**src/rtl/uart_rx_ex.sv**
```systemverilog
// Parametrised UART receiver with false-start rejection,
// parity/framing flags and a first-word fall-through output FIFO.
module uart_rx_ex #(
  parameter int DATA_WIDTH = 8,
  parameter int OVERSAMPLE = 16,
  parameter int STOP_BITS  = 1,
  parameter int PARITY     = 0,
  parameter int FIFO_DEPTH = 4
) (
  input  logic                  clk,
  input  logic                  reset,
  input  logic                  rx,
  input  logic                  s_tick,
  output logic [DATA_WIDTH-1:0] dout,
  output logic                  dout_parity_err,
  output logic                  dout_frame_err,
  output logic                  dout_valid,
  input  logic                  dout_ready,
  output logic                  overrun,
  output logic                  busy
);

  localparam int SW = $clog2(OVERSAMPLE);
  localparam int NW = 4;
  localparam int AW = $clog2(FIFO_DEPTH);
  localparam int CW = AW + 1;
  localparam int WW = DATA_WIDTH + 2;

  localparam logic [SW-1:0] S_MID  = SW'(OVERSAMPLE/2 - 1);
  localparam logic [SW-1:0] S_END  = SW'(OVERSAMPLE - 1);
  localparam logic [NW-1:0] N_DATA = NW'(DATA_WIDTH - 1);
  localparam logic [NW-1:0] N_STOP = NW'(STOP_BITS - 1);
  localparam logic [CW-1:0] C_FULL = CW'(FIFO_DEPTH);
  localparam logic          P_ODD  = (PARITY == 1);

  typedef enum logic [2:0] {
    IDLE, START, DATA, PAR, STOP
  } state_t;

  state_t                  state;
  logic [SW-1:0]           s;
  logic [NW-1:0]           n;
  logic [DATA_WIDTH-1:0]   shreg;
  logic                    perr, ferr;
  logic                    rx_m, rx_s, rx_p;
  logic                    start_edge, sample;
  logic                    push, pop, full, wr_en;
  logic [WW-1:0]           word, head;
  logic [WW-1:0]           mem [FIFO_DEPTH];
  logic [AW-1:0]           wr_ptr, rd_ptr, rd_nx;
  logic [CW-1:0]           count;

  // Two-flop synchronizer plus previous value for edge detect
  always_ff @(posedge clk) begin
    if (reset) begin
      rx_m <= 1'b1;
      rx_s <= 1'b1;
      rx_p <= 1'b1;
    end else begin
      rx_m <= rx;
      rx_s <= rx_m;
      rx_p <= rx_s;
    end
  end

  assign start_edge = rx_p & ~rx_s;
  assign sample     = s_tick & (s == S_END);

  // Frame FSM: tick/bit counting, data shift, error capture
  always_ff @(posedge clk) begin
    if (reset) begin
      state <= IDLE;
      s     <= '0;
      n     <= '0;
      shreg <= '0;
      perr  <= 1'b0;
      ferr  <= 1'b0;
    end else begin
      unique case (state)
        IDLE: begin
          s <= '0;
          if (start_edge) begin
            state <= START;
            perr  <= 1'b0;
            ferr  <= 1'b0;
          end
        end
        START: if (s_tick) begin
          if (s == S_MID) begin
            if (rx_s) begin
              state <= IDLE;
            end else begin
              state <= DATA;
              s     <= '0;
              n     <= '0;
            end
          end else begin
            s <= s + 1'b1;
          end
        end
        DATA: if (s_tick) begin
          if (s == S_END) begin
            s     <= '0;
            shreg <= {rx_s, shreg[DATA_WIDTH-1:1]};
            if (n == N_DATA) begin
              n     <= '0;
              state <= (PARITY != 0) ? PAR : STOP;
            end else begin
              n <= n + 1'b1;
            end
          end else begin
            s <= s + 1'b1;
          end
        end
        PAR: if (s_tick) begin
          if (s == S_END) begin
            s     <= '0;
            perr  <= ((^shreg) ^ rx_s) != P_ODD;
            state <= STOP;
          end else begin
            s <= s + 1'b1;
          end
        end
        STOP: if (s_tick) begin
          if (s == S_END) begin
            s    <= '0;
            ferr <= ferr | ~rx_s;
            if (n == N_STOP) begin
              state <= IDLE;
            end else begin
              n <= n + 1'b1;
            end
          end else begin
            s <= s + 1'b1;
          end
        end
        default: state <= IDLE;
      endcase
    end
  end

  // Completed word is offered to the FIFO on the final stop sample
  always_comb begin
    push = ~reset & (state == STOP) & sample & (n == N_STOP);
    word = {ferr | ~rx_s, perr, shreg};
  end

  assign busy       = (state != IDLE);
  assign dout_valid = (count != '0);
  assign pop        = dout_valid & dout_ready;
  assign full       = (count == C_FULL);
  assign wr_en      = push & (~full | pop);
  assign overrun    = push & full & ~pop;
  assign rd_nx      = rd_ptr + 1'b1;

  // FIFO storage, no reset needed on the data array
  always_ff @(posedge clk) begin
    if (wr_en) mem[wr_ptr] <= word;
  end

  // FIFO pointers, occupancy and registered head word
  always_ff @(posedge clk) begin
    if (reset) begin
      wr_ptr <= '0;
      rd_ptr <= '0;
      count  <= '0;
      head   <= '0;
    end else begin
      if (wr_en) wr_ptr <= wr_ptr + 1'b1;
      if (pop)   rd_ptr <= rd_nx;
      unique case ({wr_en, pop})
        2'b10:   count <= count + 1'b1;
        2'b01:   count <= count - 1'b1;
        default: count <= count;
      endcase
      if (pop) begin
        if (count > CW'(1)) head <= mem[rd_nx];
        else if (wr_en)     head <= word;
      end else if (wr_en && count == '0) begin
        head <= word;
      end
    end
  end

  assign {dout_frame_err, dout_parity_err, dout} = head;

endmodule

```
**config.mk**
```make
export PLATFORM = sky130hd
export DESIGN_NAME = uart_rx_ex
export DESIGN_NICKNAME = d
export VERILOG_FILES = /design/src/rtl/uart_rx_ex.sv
export SDC_FILE = /design/constraint.sdc
export NUM_CORES = 1
export LEC_CHECK = 0
export BUFFER_PORTS_ARGS = -buffer_cell sky130_fd_sc_hd__buf_2
export CAP_MARGIN = 20
export CORE_MARGIN = 3
export CORE_UTILIZATION = 45
export DETAILED_ROUTE_END_ITERATION = 10
export PLACE_DENSITY = 0.59
export SYNTH_ARGS = -nofsm -noshare
export SYNTH_HDL_FRONTEND = slang
export SYNTH_SLANG_ARGS = --single-unit
```
**constraint.sdc**
```tcl
create_clock -name clk -period 3.9 [get_ports clk]
set_input_delay 0.78 -clock clk [delete_from_list [all_inputs] [get_ports clk]]
set_output_delay 0.78 -clock clk [all_outputs]
set_load 0.03 [all_outputs]
```
==> results.json, run 1 <==
{
  "required_ns": 3.12,
  "ys_warn_count": 0,
  "cts_buffer_depth": 2,
  "final_area_mm2": 0.00431,
  "post_cts_resized": 0,
  "fin_crit_ns": 2.97,
  "critPathBufInv": 1,
  "cts_hold_buf": 0,
  "synth_edf_count": 40,
  "final_max_slew_viol_count": 0,
  "power.total_mw": 2.00,
  "post_cts_buffers": 0,
  "grt_max_degree": 32,
  "die-height_um": 100,
  "slew_headroom_pct": 54.5,
  "clock_skew_ns": 0.00524,
  "die_area_mm2": 0.0100,
  "syn_area_per_cell_um2": 11.3,
  "crit_family": "simple AND/OR/NAND/NOR gates",
  "worstPathMaxFanout": 16,
  "ir_worst_vdd_v": 0.000170,
  "syn-instance-count": 353,
  "num_antenna_cells": 0,
  "postLayoutCoreUtil_pct": 51.2,
  "worstPathArrival_ns": 2.19,
  "final_cells": 473,
  "drtIter0Drc": 121,
  "cp-end-kind": "primary output",
  "hp-start": "rx_m$_SDFF_PP1_",
  "grt_setup_unrepaired": "no",
  "syn_to_final_growth_pct": 8.23,
  "postRouteAntennaNets": 0,
  "dpl-instance-area_mm2": 0.00413,
  "setup_ws_ns": 0.931,
  "status": "finished, final reports clean",
  "min_period_over_period_pct": 76.1,
  "dpl_worst_slack_ns": 1.03,
  "netlist_area_mm2": 0.00399,
  "place_hpwl_um": 5160,
  "hold_class": "flip-flop to flip-flop",
  "drive_gt1_share_pct": 13.6,
  "crit_start": "state[2]$_SDFFE_PP0P_",
  "worstSetupPathType": "flip-flop to primary output",
  "cts.sinks": 81,
  "worstSkewPairLatency_ns": 0.35,
  "hold_ws_ns": 0.420,
  "via_count": 2601,
  "start_util_pct": 47.3,
  "tightest_slew_ns": 0.682,
  "gr-total-overflow": 0,
  "wire_per_inst_um": 15.6,
  "finalSetupViolCount": 0,
  "grt_pass1_vias": 2521,
  "crit_path_start_kind": "flip-flop",
  "r2r_start": "state[2]$_SDFFE_PP0P_",
  "cts-htree-levels": 3,
  "placed_cells": 457,
  "cts_tree": "built",
  "layout.nets": 379,
  "core_mm2": 0.00842,
  "rows": 33,
  "powerDensity_mw_per_mm2": 464,
  "routed_wl_um": 7390,
  "crit_chain": "or3b_1, nor4_1, and2_1, buf_2",
  "setup_tns_ns": 0,
  "die_w_um": 100,
  "synth_nets": 369,
  "cpMaxStageDelayCell": "dfxtp_1",
  "drc": 0,
  "io_pins": 18,
  "multi_input_area_mm2": 0.00181,
  "p_leak_nw": 1.65,
  "gp_congestion": 0.815,
  "final_common_cell": "dfxtp_1",
  "maxCapViolCount": 0,
  "ys_seq_area_share_pct": 50.7,
  "clock.fmax_ghz": 0.337,
  "first_pass_iters": 4,
  "ys_types": 54,
  "portBuffers": 17,
  "slowest_delay_ns": 0.67,
  "antenna_found_initial": 0,
  "fillers": 744,
  "synth_async_sr_flop_share_pct": 0,
  "synth_ff_type": "dfxtp_1",
  "viasPerCell": 5.50,
  "synth_seq_cells": 81,
  "seqCellArea_mm2": 0.00202,
  "grt_pass1_wl_um": 12600,
  "ctsRootBufferMaster": "clkbuf_8",
  "cts_made_buffers": 9,
  "finalHoldViolations": 0,
  "clkSlewWorstSetupHoldPaths_ns": 0.08,
  "layout_common_cells": "dfxtp_1, edfxtp_1, nor2_1, mux2i_1, buf_2",
  "grt.total_usage_pct": 15.8
}
-- layer usage --
metal	track usage [%]	wire length, µm
met3	2.50	278
met1	24.3	3880
met4	6.84	119
met5	0	0
met2	22.1	3110
-- final cells by class --
type                       count  share of cell area, %
timing repair buffer          20                   2.49
tap                          105                   3.05
sequential                    81                   46.9
clock buffer                   9                   2.87
clock inverter                 7                   1.42
inverter                      15                   1.31
multi-input combinational    236                   42.0
-- sequential cells by signal, indices dropped and copies added (netlist names) --
| signal | count |
|---|---|
| mem | 40 |
| head | 10 |
| shreg | 8 |
| n | 4 |
| s | 4 |
| count | 3 |
| state | 3 |
| rd_ptr | 2 |
| wr_ptr | 2 |
| ferr | 1 |
| perr | 1 |
| rx_m | 1 |
| rx_p | 1 |
| rx_s | 1 |
-- where the power goes --
group / internal [mW] / total, mW / leakage (nW) / switching (mW)
Clock: 0.289 / 0.592 / 0.0962 / 0.303
Combinational: 0.202 / 0.451 / 0.820 / 0.249
Sequential: 0.910 / 0.958 / 0.735 / 0.0484
-- final timing paths --
kind,end,slack [ns],depth (start not counted)
worst max-delay path,overrun,0.93,4
worst min-delay path,rx_s$_SDFF_PP1_,0.42,1
worst min register to register,rx_s$_SDFF_PP1_,0.42,1
worst max register to register,mem[1][6]$_DFFE_PP_,1.38,4
-- Yosys cell counts, types with 2 or more instances --
library cell | number | area share [%]
o21ai_1 | 2 | 0.25
and2_1 | 6 | 0.94
inv_1 | 15 | 1.4
o22ai_1 | 2 | 0.31
dfxtp_1 | 41 | 21
nand3_1 | 8 | 1.0
buf_2 | 5 | 0.63
nand3b_1 | 6 | 1.1
or3_1 | 5 | 0.78
nor2b_1 | 4 | 0.63
a21boi_0 | 10 | 1.9
or3b_1 | 2 | 0.44
nor2_1 | 23 | 2.2
nor3_1 | 5 | 0.63
ha_1 | 11 | 3.5
nand2_1 | 16 | 1.5
and3_1 | 9 | 1.4
nand4bb_1 | 2 | 0.57
a21oi_1 | 12 | 1.5
nor4_1 | 3 | 0.47
xor2_1 | 5 | 1.1
clkbuf_1 | 13 | 1.2
a31oi_1 | 5 | 0.78
mux4_2 | 10 | 5.7
nand2b_1 | 15 | 2.4
o21ai_0 | 7 | 0.88
nor3b_1 | 5 | 0.94
mux2i_1 | 23 | 5.8
or2_2 | 2 | 0.31
edfxtp_1 | 40 | 30
o21bai_1 | 9 | 1.7
xnor2_1 | 10 | 2.2
-- cells by family after synthesis --
| group | share of synthesized area, % |
|---|---|
| simple gates | 17.0 |
| flops | 50.7 |
| compound gates | 9.39 |
| buf+inv | 3.83 |
| mux | 11.7 |
| xor+xnor | 3.86 |
| fa+ha+maj | 3.45 |
Note: power is estimated with default switching activity, not from simulation.
==> run 2, diff against run 1 <==
- PLACE_DENSITY: 0.59 -> 0.62
- clock period: 3.9 -> 2.4 ns (I/O delays scaled with it)
==> results.json, run 2 (same netlist as run 1, synthesis figures left out) <==
{
  "status": "finished, final reports clean",
  "finalHoldViolations": 0,
  "crit_path_start_kind": "flip-flop",
  "power.total_mw": 3.18,
  "slowest_delay_ns": 0.40,
  "grt_setup_unrepaired": "yes",
  "gr-total-overflow": 0,
  "cts_buffer_depth": 2,
  "ctsRootBufferMaster": "clkbuf_8",
  "core_mm2": 0.00842,
  "pwr-share-comb_pct": 24.0,
  "gp_congestion": 0.827,
  "finalSetupViolCount": 0,
  "final_common_cell": "edfxtp_1",
  "worstPathMaxFanout": 4,
  "antenna_found_initial": 0,
  "p_leak_nw": 1.70,
  "final_cells": 487,
  "r2r_start": "n[1]$_SDFFE_PP0P_",
  "power_frac_seq_pct": 48.6,
  "hold_class": "input pin to flip-flop",
  "top_register": "mem",
  "first_pass_iters": 6,
  "viasPerCell": 5.44,
  "place_hpwl_um": 5190,
  "slew_headroom_pct": 64.1,
  "internal_power_mw": 2.19,
  "r2r.worst_path.cells": 6,
  "p_switching_uw": 988,
  "powerDensity_mw_per_mm2": 714,
  "die-height_um": 100,
  "postLayoutCoreUtil_pct": 52.9,
  "worstSkewPairLatency_ns": 0.35,
  "via_count": 2648,
  "cts_tree": "built",
  "start_util_pct": 47.3,
  "rows": 33,
  "min_period_over_period_pct": 98.5,
  "hold_ws_ns": 0.314,
  "layout_common_cells": "edfxtp_1, dfxtp_1, nor2_1, mux2i_1, buf_4",
  "tightest_slew_ns": 0.537,
  "routed_wl_um": 7290,
  "crit_chain": "inv_4, ha_4, or3b_4, nor4_4, and2_1, buf_6",
  "die_w_um": 100,
  "drtIter0Drc": 123,
  "placed_cells": 468,
  "clock_skew_ns": 0.0166,
  "wire_per_inst_um": 15.0,
  "cp-end-kind": "primary output",
  "fillers": 757,
  "num_antenna_cells": 0,
  "final_max_slew_viol_count": 0,
  "die_area_mm2": 0.0100,
  "drc": 0,
  "rrSetupSlack_ns": 0.25,
  "rr_endpoint": "mem[2][0]$_DFFE_PP_",
  "clkSlewWorstSetupHoldPaths_ns": 0.08,
  "required_ns": 1.92,
  "p_sw_share_pct": 31.0,
  "syn_to_final_growth_pct": 11.8,
  "cts-htree-levels": 3,
  "setup_tns_ns": 0,
  "maxCapViolCount": 0,
  "cts.sinks": 81,
  "fin_crit_ns": 2.36,
  "cpMaxStageDelayCell": "or3b_4",
  "grt.total_usage_pct": 15.5,
  "grt_max_degree": 31,
  "largestRegisters": "mem (40), head (10), shreg (8)",
  "worstSetupPathType": "flip-flop to primary output",
  "pwr-share-clk_pct": 27.4,
  "ir_worst_vdd_v": 0.000311,
  "clock.fmax_ghz": 0.423,
  "crit_start": "n[1]$_SDFFE_PP0P_",
  "portBuffers": 17,
  "grt_pass1_vias": 2579,
  "postRouteAntennaNets": 0,
  "grt_pass1_wl_um": 12500,
  "largest_reg_flops": 40,
  "cts_made_buffers": 9,
  "drive_gt1_share_pct": 18.8,
  "layout.nets": 393,
  "worstPathArrival_ns": 1.88,
  "crit_end": "overrun",
  "io_pins": 18,
  "hp-start": "rx"
}
[run 2: per-stage QoR]
stage          setup slack (ns)  area (µm²)
3_5_place_dp              0.125        4210
4_1_cts                  0.0182        4400
5_1_grt                 -0.0422        4460
3_3_place_gp              0.197        4210
6_report                 0.0371        4460
2_1_floorplan             0.322        3990
[run 2: cell type report]
| type | instances | area [µm²] | area share, % |
|---|---|---|---|
| Sequential cell | 81 | 2030 | 45.5 |
| Multi-Input combinational cell | 236 | 1850 | 41.4 |
| Timing Repair Buffer | 34 | 219 | 4.91 |
| Tap cell | 105 | 131 | 2.95 |
| Clock buffer | 10 | 128 | 2.86 |
| Inverter | 15 | 58.8 | 1.32 |
| Clock inverter | 6 | 43.8 | 0.983 |
[run 2: worst max-delay path, delay by kind of cell, from the launching register on]
kind | cells | cell delay, ns
buffers and inverters | 2 | 0.19
adders and majority gates | 1 | 0.13
and+or+nand+nor | 3 | 0.85
DFF | 1 | 0.37
[run 2: layer usage]
layer	share of wire, %	wire length [µm]	vias up	global-route usage, %
li1	-	-	1329	-
met4	0.93	68	0	4.87
met1	48	3510	1277	20.5
met2	48	3470	37	24.9
met5	0	0	-	0
met3	3.3	242	5	4.17
[run 2: power groups by stage]
stage,combinational [mW],sequential (mW),clock [mW]
2_1_floorplan,0.612,1.55,0
3_5_place_dp,0.748,1.58,0
3_3_place_gp,0.736,1.58,0
6_report,0.762,1.55,0.872
5_1_grt,0.851,1.55,0.961
4_1_cts,0.754,1.55,0.911
[run 2: worst min-delay path by stage]
stage / end / cells past startpoint
after floorplan: rx_s$_SDFF_PP1_ / 1
after global placement: rx_s$_SDFF_PP1_ / 1
after detailed placement: rx_s$_SDFF_PP1_ / 1
after CTS: rx_m$_SDFF_PP1_ / 2
after global routing: rx_m$_SDFF_PP1_ / 2
final: rx_m$_SDFF_PP1_ / 2
[run 2: timing repair]
action                     in CTS  in global routing
resized for setup               5                 11
hold buffers                    0                  0
buffers inserted                0                  3
setup endpoints to repair       1                  2
pin swaps                       1                  3
